--- src/rtl/conv33_ctrl.sv ---
// conv33_ctrl: row-triplet read sequencer and window/result tracker for a 3x3 conv unit.
// Optional stall counter is built when CONV33_STALL_CNT_EN is defined.
module conv33_ctrl #(
  parameter int IMG_W = 32,
  parameter int IMG_H = 32,
  parameter int RW = $clog2(IMG_H),
  parameter int CW = $clog2(IMG_W)
) (
  input  logic          clk,
  input  logic          rst,
  input  logic          start,
  output logic          busy,
  output logic          done,
  output logic          rd_en,
  output logic [RW-1:0] rd_row,
  output logic [CW-1:0] rd_col,
  output logic          conv_en,
  output logic          out_valid,
  input  logic          out_ready,
  output logic [RW-1:0] out_row,
  output logic [CW-1:0] out_col,
  output logic [15:0]   stall_cnt
);
  typedef enum logic [1:0] {IDLE, RUN, DRAIN} state_t;

  localparam logic [RW-1:0] LAST_ROW  = RW'(IMG_H - 3);
  localparam logic [CW-1:0] LAST_COL  = CW'(IMG_W - 1);
  localparam logic [CW-1:0] LAST_OCOL = CW'(IMG_W - 3);

  state_t        state;
  logic          advance;
  logic          pending;
  logic          col_end;
  logic          last_rd;
  logic          last_hs;
  logic [RW-1:0] pend_row;
  logic [CW-1:0] pend_col;
  logic [1:0]    fill;
  logic [1:0]    fill_nxt;

  assign advance = !(out_valid && !out_ready);
  assign busy    = (state != IDLE);
  assign rd_en   = (state == RUN) && advance;
  assign conv_en = pending && advance;
  assign col_end = (rd_col == LAST_COL);
  assign last_rd = rd_en && col_end && (rd_row == LAST_ROW);
  assign last_hs = out_valid && out_ready &&
                   (out_row == LAST_ROW) &&
                   (out_col == LAST_OCOL);

  // fill counts columns consumed after the first one of the row
  always_comb begin
    fill_nxt = fill;
    if (pend_col == '0)
      fill_nxt = 2'd0;
    else if (fill != 2'd3)
      fill_nxt = fill + 2'd1;
  end

  always_ff @(posedge clk or negedge rst) begin
    if (!rst) begin
      state     <= IDLE;
      done      <= 1'b0;
      rd_row    <= '0;
      rd_col    <= '0;
      pending   <= 1'b0;
      pend_row  <= '0;
      pend_col  <= '0;
      fill      <= '0;
      out_valid <= 1'b0;
      out_row   <= '0;
      out_col   <= '0;
    end else begin
      done <= 1'b0;
      unique case (state)
        IDLE: begin
          if (start) begin
            state  <= RUN;
            rd_row <= '0;
            rd_col <= '0;
            fill   <= '0;
          end
        end
        RUN: begin
          if (last_rd)
            state <= DRAIN;
        end
        DRAIN: begin
          if (last_hs) begin
            state <= IDLE;
            done  <= 1'b1;
          end
        end
        default: state <= IDLE;
      endcase

      if (rd_en) begin
        pend_row <= rd_row;
        pend_col <= rd_col;
        if (last_rd) begin
          rd_row <= '0;
          rd_col <= '0;
        end else if (col_end) begin
          rd_col <= '0;
          rd_row <= rd_row + RW'(1);
        end else begin
          rd_col <= rd_col + CW'(1);
        end
      end

      if (rd_en)
        pending <= 1'b1;
      else if (conv_en)
        pending <= 1'b0;

      if (conv_en)
        fill <= fill_nxt;

      if (conv_en && fill_nxt >= 2'd2) begin
        out_valid <= 1'b1;
        out_row   <= pend_row;
        out_col   <= pend_col - CW'(2);
      end else if (out_valid && out_ready) begin
        out_valid <= 1'b0;
      end
    end
  end

`ifdef CONV33_STALL_CNT_EN
  always_ff @(posedge clk or negedge rst) begin
    if (!rst)
      stall_cnt <= '0;
    else if (state == IDLE && start)
      stall_cnt <= '0;
    else if (out_valid && !out_ready && stall_cnt != 16'hFFFF)
      stall_cnt <= stall_cnt + 16'd1;
  end
`else
  assign stall_cnt = '0;
`endif

endmodule

--- config.mk ---
export PLATFORM = sky130hd
export DESIGN_NAME = conv33_ctrl
export DESIGN_NICKNAME = d
export VERILOG_FILES = /design/src/rtl/conv33_ctrl.sv
export SDC_FILE = /design/constraint.sdc
export NUM_CORES = 1
export LEC_CHECK = 0
export BUFFER_PORTS_ARGS = -buffer_cell sky130_fd_sc_hd__buf_2
export CELL_PAD_IN_SITES_DETAIL_PLACEMENT = 1
export CELL_PAD_IN_SITES_GLOBAL_PLACEMENT = 2
export CORE_ASPECT_RATIO = 0.75
export CORE_MARGIN = 2
export CORE_UTILIZATION = 33
export DETAILED_ROUTE_END_ITERATION = 10
export PLACE_DENSITY_LB_ADDON = 0.1
export SYNTH_ARGS = -nofsm -noshare
export SYNTH_HDL_FRONTEND = slang
export SYNTH_SLANG_ARGS = --single-unit
--- constraint.sdc ---
create_clock -name clk -period 2.6 [get_ports clk]
set_input_delay 0.13 -clock clk [delete_from_list [all_inputs] [get_ports clk]]
set_output_delay 0.13 -clock clk [all_outputs]
set_load 0.005 [all_outputs]
Yosys cells after proc, flatten, opt, wreduce, memory -nomap -nowiden. Index checks and enable logic that the tools add are counted.

Flip-flop bits (word level): 37. Bits in latches: 0. RAM bits: 0. ROM bits: 0. Input port bits: 4. Output and inout bits: 41. Word-level logic and storage cells: 74. Memories: 0.

Add/subtract/negate cells: 4. $mul: 0. Divide/modulo/power cells: 0. Order comparisons: 1. Equal/unequal tests: 10. Shifts and indexed selects: 0. Mux-type cells: 25. Bitwise gates (word level): 0. Reductions and logical operators: 23.

Operators by type and width (count): 5-bit two-way mux (10); 5-bit == test (second input constant) (4); 2-bit two-way mux (8); 2-bit nonzero test (7); 5-bit by 1-bit adder with 5-bit output (second input constant) (2); 1-bit logical AND (9); 2-bit inequality test (second input constant) (4); 1-bit two-way mux (6); 2-bit one-hot mux with 3 select lines (1); 5-bit zero test (1); 5-bit by 2-bit subtractor with 5-bit output (second input constant) (1); 2-bit AND reduction (2); 3-bit AND reduction (1); 2-bit by 1-bit adder with 2-bit output (second input constant) (1); 2-bit by 1-bit == test with 1-bit output (second input constant) (1); 2-bit == test (second input constant) (1); 2-bit greater-or-equal comparator (second input constant) (1); 1-bit zero test (2); 2-bit zero test (1).

Longest topological paths before layout.
Depth after elaboration: 8. Mapped depth: 7.

Least setup slack after synthesis. Ideal clock, no wire load.

Path kind: register -> register. From: register rd_col[0]. To: register rd_row[3]. Arrival time: 1.814 ns. Path slack: 0.660 ns. Stages on the path, launching flop included: 8. Buffers on the path: 0. Period minus slack after synthesis: 1.940 ns. Cell sequence: dfrtp_1 > ha_1 > and3_1 > ha_1 > nand3_1 > nor3_1 > nand3_1 > a221o_1.

Word-level cells in the longest chain between the ends: 5. Elaborated cells on any way between the ends: 6. Those cells by class: eq/ne (1); mux (3); reduce/logical (2).

Ends and longest elaborated chain: from (decl) (line 16) `output logic [CW-1:0] rd_col,`; from (signal assigned) (line 107) `rd_col <= rd_col + CW'(1);`; 5-bit == test * (line 45) `assign col_end = (rd_col == LAST_COL);`; 1-bit logical AND (2 in series) (line 46) `assign last_rd = rd_en && col_end && (rd_row == LAST_ROW);`; 5-bit two-way mux * (line 100) `if (last_rd) begin`; 5-bit two-way mux * (line 97) `if (rd_en) begin`; to (signal assigned) (line 105) `rd_row <= rd_row + RW'(1);`; to (decl) (line 15) `output logic [RW-1:0] rd_row,`.

Every way passes the cells marked *; elsewhere a longest branch is shown, timed or not. A chain may end at the register's enable or synchronous reset.

Worst setup path in the final report. Ends and elaborated chain as after synthesis.

==> impl_metrics.prom <==
# TYPE chip_impl_metric gauge
chip_impl_info{name="run_status",value="finished, final reports clean"} 1
chip_impl_metric{name="synth.yosys.seq_area_share",unit=""} 0.504
chip_impl_metric{name="synth_area_per_cell",unit="µm²"} 10.6
chip_impl_metric{name="power.internal",unit="W"} 0.00153
chip_impl_info{name="tritoncts",value="yes"} 1
chip_impl_metric{name="numPortBuffers",unit=""} 28
chip_impl_metric{name="post_cts_sizing",unit=""} 0
chip_impl_metric{name="total_switching_power",unit="W"} 0.000762
chip_impl_metric{name="fillerInstances",unit=""} 643
chip_impl_metric{name="max_slew_margin",unit=""} 0.433
chip_impl_metric{name="cts_max_path_buffers",unit=""} 2
chip_impl_info{name="netlist_top_cells_area",value="sky130_fd_sc_hd__dfrtp_1 (50%), sky130_fd_sc_hd__buf_4 (6.5%), sky130_fd_sc_hd__nand2_1 (6.5%)"} 1
chip_impl_info{name="setup.worst_path.end",value="rd_row[3]"} 1
chip_impl_info{name="cts_root_buffer",value="sky130_fd_sc_hd__clkbuf_8"} 1
chip_impl_metric{name="post_layout_nonfiller_instances",unit=""} 283
chip_impl_info{name="regToRegStartpoint",value="rd_col[0]"} 1
chip_impl_metric{name="power_leakage",unit="nW"} 1.10
chip_impl_metric{name="synth-adder-area-share",unit=""} 0.0341
chip_impl_info{name="synth.largest_area_cell",value="sky130_fd_sc_hd__dfrtp_1"} 1
chip_impl_metric{name="cts_buffers",unit=""} 5
chip_impl_metric{name="totalNegativeSetupSlack",unit="ps"} 0
chip_impl_info{name="hp-start",value="start"} 1
chip_impl_metric{name="final.period_utilization",unit=""} 0.907
chip_impl_metric{name="power-per-cell-area",unit="nW/µm²"} 1070
chip_impl_metric{name="ctsHoldBuffers",unit=""} 1
chip_impl_metric{name="initial_core_util",unit=""} 0.343
chip_impl_metric{name="max-cap-violations",unit=""} 0
chip_impl_info{name="hp-class",value="input port to flip-flop"} 1
chip_impl_metric{name="rows",unit=""} 23
chip_impl_metric{name="grt_antenna_before_repair",unit=""} 0
chip_impl_metric{name="dr.first_iter.drc_count",unit=""} 32
chip_impl_metric{name="worstMarginPinSlew",unit="ps"} 850
chip_impl_metric{name="area.growth.synth_to_final",unit="%"} 16.7
chip_impl_metric{name="synth.cell_area",unit="µm²"} 1840
chip_impl_metric{name="vias",unit=""} 1341
chip_impl_metric{name="routed_wire_length_per_instance",unit="µm"} 15.1
chip_impl_metric{name="grt_pass1_wl",unit="mm"} 7.25
chip_impl_metric{name="io_pins",unit=""} 45
chip_impl_info{name="synth_top_flop_cell",value="sky130_fd_sc_hd__dfrtp_1"} 1
chip_impl_metric{name="synth_xor_area_frac",unit=""} 0.0143
chip_impl_metric{name="drtAntennaViolNets",unit=""} 0
chip_impl_metric{name="timing.final.ws_setup",unit="ps"} 242
chip_impl_metric{name="reg2regPathDepth",unit=""} 7
chip_impl_metric{name="finalWirelength",unit="mm"} 4.27
chip_impl_metric{name="irDropWorstVdd",unit="µV"} 368
chip_impl_metric{name="layout.core_utilization",unit=""} 0.400
chip_impl_metric{name="finish.net_count",unit=""} 216
chip_impl_metric{name="post-route-drc-count",unit=""} 0
chip_impl_metric{name="highest_achievable_clock_rate",unit="GHz"} 0.424
chip_impl_metric{name="cts.clk_slew.worst_paths",unit="ps"} 80
chip_impl_metric{name="fin_hold_ws",unit="ps"} 111
chip_impl_metric{name="timing.reg2reg.setup_slack",unit="ps"} 240
chip_impl_info{name="dominant_combinational_cell_family_by_area_after_synthesis",value="simple AND/OR/NAND/NOR gates"} 1
chip_impl_metric{name="synth-async-reset-ratio",unit=""} 1.00
chip_impl_metric{name="cts_max_level",unit=""} 2
chip_impl_metric{name="final_max_slew_viols",unit=""} 0
chip_impl_metric{name="synth_compound_area_frac",unit=""} 0.0695
chip_impl_metric{name="yosysUniqueCellTypes",unit=""} 41
chip_impl_metric{name="synthDominantCellAreaShare",unit=""} 0.504
chip_impl_metric{name="grt_use_total",unit=""} 0.153
chip_impl_metric{name="finalCriticalPeriod",unit="ps"} 2360
chip_impl_info{name="cp-start-kind",value="flip-flop"} 1
chip_impl_metric{name="netSwitchingFraction",unit=""} 0.333
chip_impl_metric{name="die_height",unit="µm"} 68.6
chip_impl_metric{name="synthSimpleGateAreaFrac",unit=""} 0.199
chip_impl_metric{name="worstPathRequired",unit="ps"} 2780
chip_impl_metric{name="portion_of_total_power_attributed_to_the_clock_network",unit=""} 0.267
chip_impl_info{name="unrepaired_setup_endpoints_after_global_routing",value="no"} 1
chip_impl_metric{name="synth-edff-count",unit=""} 0
chip_impl_metric{name="yosys-mux-area-fraction",unit=""} 0.0811
chip_impl_metric{name="placed_cell_count",unit=""} 274
chip_impl_metric{name="part_of_the_power_in_combinational_logic",unit=""} 0.344
chip_impl_metric{name="final-setup-viol-count",unit=""} 0
chip_impl_metric{name="grt_start_max_net_pins",unit=""} 38
chip_impl_metric{name="clk-insertion-delay-late",unit="ps"} 290
chip_impl_metric{name="arrival",unit="ps"} 2540
chip_impl_metric{name="postSynthRegisterBits",unit=""} 37
chip_impl_metric{name="pre_cts_slack",unit="ps"} 283
chip_impl_metric{name="clock_skew",unit="ps"} 6.17
chip_impl_metric{name="fin_hold_viols",unit=""} 0
chip_impl_metric{name="die-area",unit="µm²"} 6180
chip_impl_metric{name="num_antenna_cells",unit=""} 0
chip_impl_info{name="startpoint",value="rd_col[0]"} 1
chip_impl_metric{name="postSynthCellCount",unit=""} 174
chip_impl_info{name="worstSetupPathType",value="flip-flop to flip-flop"} 1
chip_impl_metric{name="first_global_vias",unit=""} 1376
chip_impl_info{name="cp-end-kind",value="flip-flop"} 1
chip_impl_metric{name="layout_cell_share_with_drive_strength_beyond_1",unit=""} 0.269
chip_impl_metric{name="cp_max_fo",unit=""} 8
chip_impl_metric{name="seq_power_share",unit=""} 0.388
chip_impl_metric{name="yosys_warnings",unit=""} 0
chip_impl_metric{name="cts.repair_timing.setup_buffer_count",unit=""} 0
chip_impl_metric{name="die_w",unit="µm"} 90.1
chip_impl_info{name="r2r_end",value="rd_row[3]"} 1
chip_impl_metric{name="placeableCoreArea",unit="µm²"} 5350
chip_impl_metric{name="vias_per_cell",unit=""} 4.74
chip_impl_metric{name="tritoncts_num_sinks",unit=""} 37
chip_impl_metric{name="grt_overflow_total",unit=""} 0
chip_impl_metric{name="gp_routability_congestion",unit=""} 0.819
chip_impl_metric{name="hpwlAfterDp",unit="mm"} 3.14
chip_impl_metric{name="length_of_the_first_detailed_routing_pass_in_iterations",unit=""} 4
layout make-up:
cell class | count | area (µm²) | share of cell area
Multi-Input combinational cell | 124 | 791 | 0.369
Tap cell | 75 | 93.8 | 0.0438
Clock buffer | 5 | 68.8 | 0.0321
Clock inverter | 3 | 68.8 | 0.0321
Timing Repair Buffer | 31 | 165 | 0.0771
Inverter | 8 | 30.0 | 0.0140
Sequential cell | 37 | 926 | 0.432
per-layer routing:
| metal | global-route usage | up-vias | wire, µm |
|---|---|---|---|
| met4 | 0.0712 | 0 | 74 |
| met3 | 0.0391 | 9 | 203 |
| met5 | 0 | - | 0 |
| li1 | - | 628 | - |
| met1 | 0.209 | 671 | 2130 |
| met2 | 0.229 | 33 | 1870 |
sequential cells by signal, indices dropped and copies added (netlist names):
signal	cells
done	1
pend_row	5
out_row	5
out_col	5
rd_col	5
out_valid	1
pend_col	5
rd_row	5
state	2
pending	1
fill	2
power by group through the flow:
stage               registers [W]  clock network (W)  logic [W]
floorplan                0.000877                  0   0.000568
global placement         0.000888                  0   0.000774
detailed placement       0.000903                  0   0.000795
CTS                      0.000892           0.000626   0.000805
global route             0.000917           0.000650   0.000882
finish                   0.000890           0.000613   0.000788
through the flow:
stage / power [W] / cell area (µm²)
6_report: 0.00229 / 2140
5_1_grt: 0.00245 / 2140
4_1_cts: 0.00232 / 2140
3_5_place_dp: 0.00170 / 2000
3_3_place_gp: 0.00166 / 2000
2_1_floorplan: 0.00145 / 1890
worst min-delay path by stage:
stage                     cells after the start  slack (ps)        end
after floorplan                               0        -170       done
after global placement                        1         280  rd_row[1]
after detailed placement                      1         290  rd_row[1]
after CTS                                     3         120   state[0]
after global routing                          3         140   state[0]
final                                         3         110   state[0]
cells in the mapped netlist, types with 3 or more instances:
master / count
sky130_fd_sc_hd__inv_1: 8
sky130_fd_sc_hd__a31oi_1: 3
sky130_fd_sc_hd__nand4_1: 3
sky130_fd_sc_hd__nor3_1: 5
sky130_fd_sc_hd__nor2_1: 5
sky130_fd_sc_hd__buf_4: 16
sky130_fd_sc_hd__and3_1: 5
sky130_fd_sc_hd__nand2_1: 32
sky130_fd_sc_hd__ha_1: 5
sky130_fd_sc_hd__o21ai_0: 5
sky130_fd_sc_hd__dfrtp_1: 37
sky130_fd_sc_hd__mux2_2: 3
sky130_fd_sc_hd__mux2_4: 7
sky130_fd_sc_hd__nand3_1: 4
layout by cell type, fill, tap and decap left out, types with 4 or more instances in the layout:
cell type	instances
sky130_fd_sc_hd__mux2_4	7
sky130_fd_sc_hd__and3_1	5
sky130_fd_sc_hd__conb_1	16
sky130_fd_sc_hd__nand3_1	4
sky130_fd_sc_hd__buf_2	28
sky130_fd_sc_hd__ha_1	5
sky130_fd_sc_hd__nor3_1	5
sky130_fd_sc_hd__inv_1	8
sky130_fd_sc_hd__clkbuf_8	5
sky130_fd_sc_hd__nor2_1	5
sky130_fd_sc_hd__dfrtp_1	37
sky130_fd_sc_hd__o21ai_0	5
sky130_fd_sc_hd__nand2_1	32
critical path, cell delays in order, from the launching register on:
cell	delay [ps]
sky130_fd_sc_hd__dfrtp_1	440
sky130_fd_sc_hd__ha_1	230
sky130_fd_sc_hd__and3_1	170
sky130_fd_sc_hd__ha_1	300
sky130_fd_sc_hd__nand3_1	160
sky130_fd_sc_hd__nor3_1	310
sky130_fd_sc_hd__nand3_1	270
sky130_fd_sc_hd__a221o_1	370
cell families (layout without fill, tap and decap cells):
family / count (synthesis) / count (layout)
buf+inv: 28 / 47
flops: 37 / 37
xor+xnor: 3 / 3
mux: 11 / 11
simple gates: 71 / 71
compound gates: 18 / 18
fa+ha+maj: 5 / 5
other cells: 1 / 16
Note: power is estimated with default switching activity, not from simulation.
